$ cat src/rtl/valve_sequencer.sv
// Sequences four zone valves from upstream commands: staggered opening, minimum on-time,
// filtered fault latching with operator-acknowledged recovery, pump enable and alarm outputs.
module valve_sequencer #(
  parameter int STAGGER    = 4,
  parameter int MIN_ON     = 8,
  parameter int FAULT_FILT = 3,
  parameter int HOLDOFF    = 16,
  parameter int CW         = 8
) (
  input  logic       clk,
  input  logic       reset,
  input  logic [1:0] R1,
  input  logic [1:0] R2,
  input  logic [1:0] E,
  input  logic       ack,
  output logic [3:0] V,
  output logic       pump_en,
  output logic       alarm,
  output logic       busy
);

  typedef enum logic [1:0] {
    S_RUN     = 2'd0,
    S_FAULT   = 2'd1,
    S_RECOVER = 2'd2
  } state_t;

  localparam logic [CW-1:0] STAG_LD  = CW'(STAGGER - 1);
  localparam logic [CW-1:0] ON_LD    = CW'(MIN_ON - 1);
  localparam logic [CW-1:0] FLT_LAST = CW'(FAULT_FILT - 1);
  localparam logic [CW-1:0] REC_LD   = CW'(HOLDOFF - 1);
  localparam logic [CW-1:0] ONE      = CW'(1);

  state_t        state_q;
  logic [3:0]    req_q;
  logic [3:0]    v_q;
  logic          pump_q;
  logic          alarm_q;
  logic [CW-1:0] stag_q;
  logic [CW-1:0] flt_q;
  logic [CW-1:0] rec_q;
  logic [CW-1:0] on_q [4];

  logic [3:0]    cand;
  logic [3:0]    open_oh;
  logic [3:0]    close_m;
  logic [3:0]    v_d;
  logic [CW-1:0] stag_d;
  logic          found;
  logic          e_ok;

  assign e_ok = (E == 2'b01);

  // Lowest-index pending valve wins; at most one opening per edge, gated by the stagger timer.
  always_comb begin
    cand    = req_q & ~v_q;
    open_oh = '0;
    close_m = '0;
    found   = 1'b0;
    for (int i = 0; i < 4; i++) begin
      if (cand[i] && !found && (stag_q == '0)) begin
        open_oh[i] = 1'b1;
        found      = 1'b1;
      end
      close_m[i] = v_q[i] & ~req_q[i] & (on_q[i] == '0);
    end
    v_d    = (v_q & ~close_m) | open_oh;
    stag_d = (|open_oh) ? STAG_LD : ((stag_q != '0) ? stag_q - ONE : '0);
  end

  always_ff @(posedge clk) begin
    if (!reset) begin
      state_q <= S_RUN;
      req_q   <= '0;
      v_q     <= '0;
      pump_q  <= 1'b0;
      alarm_q <= 1'b0;
      stag_q  <= '0;
      flt_q   <= '0;
      rec_q   <= '0;
      for (int i = 0; i < 4; i++) on_q[i] <= '0;
    end else begin
      req_q  <= {R1, R2};
      pump_q <= |v_q;
      case (state_q)
        S_RUN: begin
          if (!e_ok && (flt_q == FLT_LAST)) begin
            state_q <= S_FAULT;
            v_q     <= '0;
            alarm_q <= 1'b1;
            flt_q   <= '0;
          end else begin
            flt_q  <= e_ok ? '0 : flt_q + ONE;
            v_q    <= v_d;
            stag_q <= stag_d;
            for (int i = 0; i < 4; i++) begin
              on_q[i] <= open_oh[i] ? ON_LD : ((on_q[i] != '0) ? on_q[i] - ONE : '0);
            end
          end
        end
        S_FAULT: begin
          v_q     <= '0;
          alarm_q <= 1'b1;
          flt_q   <= '0;
          if (ack && e_ok) begin
            state_q <= S_RECOVER;
            alarm_q <= 1'b0;
            rec_q   <= REC_LD;
          end
        end
        S_RECOVER: begin
          v_q   <= '0;
          flt_q <= '0;
          if (!e_ok) begin
            state_q <= S_FAULT;
            alarm_q <= 1'b1;
          end else if (rec_q == '0) begin
            state_q <= S_RUN;
            stag_q  <= '0;
            for (int i = 0; i < 4; i++) on_q[i] <= '0;
          end else begin
            rec_q <= rec_q - ONE;
          end
        end
        default: begin
          state_q <= S_FAULT;
          v_q     <= '0;
          alarm_q <= 1'b1;
          flt_q   <= '0;
        end
      endcase
    end
  end

  assign V       = v_q;
  assign pump_en = pump_q;
  assign alarm   = alarm_q;
  assign busy    = (state_q != S_RUN) | (|(req_q & ~v_q));

endmodule

$ cat config.mk
export PLATFORM = sky130hd
export DESIGN_NAME = valve_sequencer
export DESIGN_NICKNAME = d
export VERILOG_FILES = /design/src/rtl/valve_sequencer.sv
export SDC_FILE = /design/constraint.sdc
export NUM_CORES = 1
export LEC_CHECK = 0
export ABC_CLOCK_PERIOD_IN_PS = 3300
export BUFFER_PORTS_ARGS = -buffer_cell sky130_fd_sc_hd__buf_4
export CAP_MARGIN = 5
export CELL_PAD_IN_SITES_DETAIL_PLACEMENT = 1
export CELL_PAD_IN_SITES_GLOBAL_PLACEMENT = 1
export CORE_ASPECT_RATIO = 0.6
export CORE_MARGIN = 2
export CORE_UTILIZATION = 51
export CTS_CLUSTER_DIAMETER = 60
export DETAILED_ROUTE_END_ITERATION = 8
export GPL_ROUTABILITY_DRIVEN = 0
export PLACE_DENSITY_LB_ADDON = 0.12
export SYNTH_ARGS = -nofsm -noshare
export SYNTH_HDL_FRONTEND = slang
export SYNTH_SLANG_ARGS = --single-unit
export TNS_END_PERCENT = 30
$ cat constraint.sdc
create_clock -name clk -period 3.3 [get_ports clk]
set_input_delay 0.99 -clock clk [delete_from_list [all_inputs] [get_ports clk]]
set_output_delay 0.99 -clock clk [all_outputs]
set_load 0.01 [all_outputs]
Word-level counts from Yosys, hierarchy flattened

Memories as Yosys holds them, arrays and structs flattened.
Cells that the tools add are included.
Widths: inputs -> output; s select.

RAM bits: 32
Word-level logic and storage cells: 144
Output and inout bits: 7
Memories kept: 1
Register bits: 36
Input bits: 9

Memories:

| name | depth | width | read ports | clocked after memory_dff | write ports | RTL line | RTL |
|---|---|---|---|---|---|---|---|
| on_q | 4     | 8     | 4          | 0                        | 4           | 42       | `logic [CW-1:0] on_q [4];` |

Bitwise gates (word level): 28
Equal/unequal tests: 12
Add/sub/neg operators: 7
Reductions and logical operators: 37
Mux-type cells: 51

Operators with widths:

| kind                | count |
|---|---|
| $mux 8              | 24 |
| $logic_not 8->1     | 6 |
| $sub 8x1->8 const B | 6 |
| $reduce_bool 8->1   | 5 |
| $pmux 8 s2          | 2 |
| $mux 1              | 19 |
| $reduce_or 4->1     | 4 |
| $ne 2x2->1 const B  | 7 |
| $logic_and 1x1->1   | 9 |
| $or 1x1->1          | 9 |
| $add 8x1->8 const B | 1 |
| $and 1x1->1         | 8 |
| $and 4x4->4         | 2 |
| $eq 8x2->1 const B  | 1 |
| $mux 2              | 4 |
| $not 4->4           | 2 |
| $reduce_and 4->1    | 2 |
| $not 1->1           | 6 |
| $pmux 2 s3          | 1 |
| $reduce_bool 2->1   | 3 |
| $eq 2x1->1 const B  | 2 |
| $logic_not 1->1     | 4 |
| $or 4x4->4          | 1 |
| $ne 3x3->1 const B  | 1 |
| other kinds (6)     | 6 |

Logic depth before layout (Yosys ltp)

Depth after elaboration: 20
Depth in mapped cells: 8
Mapped depth without buffers: 8

Worst setup path before layout

OpenSTA, ideal clock, no wires.

Kind: input to register
From: input port reset
To: memory on_q[1][3] (data pin)
Data required time: 3162 ps
Arrival: 2199 ps
Setup slack: 963 ps
Stages on the path: 6
Cells stage by stage: nor3b_1 > o31a_1 > buf_2 > nand2_1 > or2_2 > nor2_1

RTL lines:

| what        | RTL line | RTL |
|---|---|---|
| from (decl) | 11       | `input logic reset,` |
| to (decl)   | 42       |  |

==> results.yml <==
timing:
  clock.fmax_mhz: 400
  hold_violations: 0
  min_period_over_period: 0.758
  final.setup.worst_slack_ns: 0.798
  slew-limit-headroom: 0.592
  fin_crit_ns: 2.50
  slew_violations: 0
  finalClockSkew_ns: 0.00737
  worst_pin_slew_ns: 0.603
  fin_tns_setup_ns: 0
  final-setup-viol-count: 0
  rsz0062_at_grt: "false"
global_route:
  overflow: 0
  grt_util_met2: 0.398
  grt_pass1_wl_um: 14600
  met3_usage: 0.0685
  antenna_found_initial: 0
  gr-usage-all-layers: 0.268
  use_met1: 0.388
  grt_max_degree: 15
  grt.busiest_layer: "met2"
  first_global_vias: 2808
clock_network:
  root_buffer: "clkbuf_8"
  clock_sinks: 68
  clk_pin_slew_ns: 0.07
  h-tree-depth: 3
  ctsResizeCount: 0
  clkLatencyLatePin_ns: 0.35
  postCtsSetupBuffers: 0
  numCtsBuffers: 9
  cts_buffer_depth: 2
  ctsHoldBuffers: 0
  cts_tree: "done"
worst_setup_path:
  path_delay_family: "simple AND/OR/NAND/NOR gates"
  startpoint_type: "register"
  end_kind: "register"
  crit_type: "reg2reg"
  required_ns: 3.60
  slowest_delay_ns: 0.50
  critPathBufInv: 2
  cp_slowest_cell: "or4b_4"
  cp_max_fo: 14
  path_cells: "inv_1, ha_1, or4b_4, o31a_1, nor2_4, inv_2, o21ai_1, a22o_1"
  arrival_ns: 2.80
placement:
  place_ws_ns: 0.473
  io_buffers: 15
  place_hpwl_um: 6430
  placed_area_um2: 3600
route:
  firstDrtPassIters: 7
  avgViaCountPerCell: 5.92
  wirelength_um: 8740
  drt_iter0_drc: 192
  antenna_left: 0
  drc: 0
  vias: 2901
  wl_per_cell_um: 17.8
floorplanning:
  num_rows: 22
  die_area_um2: 7330
  pin_count: 16
  die_h_um: 67.1
  die_w_um: 109
  core-area_um2: 6280
  initial_core_util: 0.539
power:
  leakage_uw: 0.00151
  power.density_nw_per_um2: 921
  p_sw_uw: 1390
  clock_power_share: 0.216
  peakVddDrop_uv: 447
  intPower_uw: 2130
  pwr-share-comb: 0.392
  power_frac_seq: 0.392
  p_sw_frac: 0.396
yosys:
  synth-seq-cells: 68
  ys_types: 56
  yosysTopAreaCell: "dfxtp_1"
  synth_area_um2: 3390
  synthFlopType: "dfxtp_1"
  syn_nets: 398
  synth-warning-count: 0
  syn_area_per_cell_um2: 9.00
  ys_seq_area_frac: 0.449
  synth_top_area_share: 0.307
  postSynthCellCount: 376
  synth_common_cells: "53 x nor2_1, 52 x dfxtp_1, 33 x nand2_1"
  async_flop_share: 0
  synth_most_common_cell: "nor2_1"
  synthTopCellsByArea: "dfxtp_1 31%, edfxtp_1 14%, nor2_1 5.9%"
  synth_edf_count: 16
status:
  status: "finished, final reports clean"
worst_hold_path:
  hold_class: "reg2reg"
cells_and_area:
  antenna_cells: 0
  utilization: 0.608
  area_growth_pct: 12.7
  nets: 423
  final_area_um2: 3820
  drive_gt1_frac: 0.113
run:
  drv_cap: 0
worst reg2reg max path: cells and delay by family, from the launching register on:
kind / cells / cell delay [ns]
DFF: 1 / 0.36
buffers and inverters: 2 / 0.30
adders and majority gates: 1 / 0.13
AOI/OAI and AO/OA: 3 / 0.76
and+or+nand+nor: 2 / 0.90
worst paths after layout:
| path | slack, ns | to | cells after the start | from |
|---|---|---|---|---|
| min reg2reg | 0.48 | V[2] | 2 | req_q[2] |
| max reg2reg | 0.80 | on_q[3][2] | 8 | flt_q[0] |
| min | 0.48 | V[2] | 2 | req_q[2] |
| max | 0.80 | on_q[3][2] | 8 | flt_q[0] |
final cells by class:
cell class                      count  area [um^2]
Tap cell                           84          105
Fill cell                         742         2460
Inverter                           20         75.1
Clock buffer                       12          145
Sequential cell                    68         1520
Multi-Input combinational cell    283         1760
Timing Repair Buffer               19          143
Clock inverter                      4         72.6
per-layer routing:
layer / wire, um / vias to the layer above
met5: 0 / -
met4: 34 / 0
met3: 391 / 4
met2: 3800 / 43
met1: 4510 / 1447
li1: - / 1407
sequential cells by signal, indices dropped and copies added, names as in the netlist, 2 cells and up:
signal   flops
rec_q        8
stag_q       8
V            4
flt_q        8
on_q        32
req_q        4
state_q      2
cells by family after synthesis:
| group | Yosys count | share of synthesized area |
|---|---|---|
| AOI/OAI and AO/OA | 74 | 0.152 |
| xor gates and xnor gates | 27 | 0.0698 |
| adders and majority gates | 13 | 0.0480 |
| buffers and inverters | 25 | 0.0321 |
| DFF | 68 | 0.449 |
| and+or+nand+nor | 169 | 0.249 |
power by group through the flow:
stage	Sequential (uW)	Clock, uW	Combinational (uW)
6_report	1380	760	1380
2_1_floorplan	1310	0	1020
3_5_place_dp	1380	0	1340
3_3_place_gp	1370	0	1270
4_1_cts	1370	773	1370
5_1_grt	1410	810	1540
placed cells by master (no fill, tap or decap), types with 16 or more instances in the layout:
master and instances:
buf_4 19, dfxtp_1 52, edfxtp_1 16, inv_1 18, nand2_1 33, nand3_1 20
nor2_1 53, nor3_1 17, o21ai_0 17, xor2_1 16
through the flow:
| step | hold slack (ns) | std cells | power (uW) |
|---|---|---|---|
| after floorplan | 0.432 | 376 | 2330 |
| after global placement | 0.461 | 474 | 2640 |
| after detailed placement | 0.474 | 474 | 2720 |
| after CTS | 0.479 | 490 | 3510 |
| after global routing | 0.515 | 490 | 3760 |
| final | 0.479 | 490 | 3520 |
Note: power is estimated with default switching activity, not from simulation.
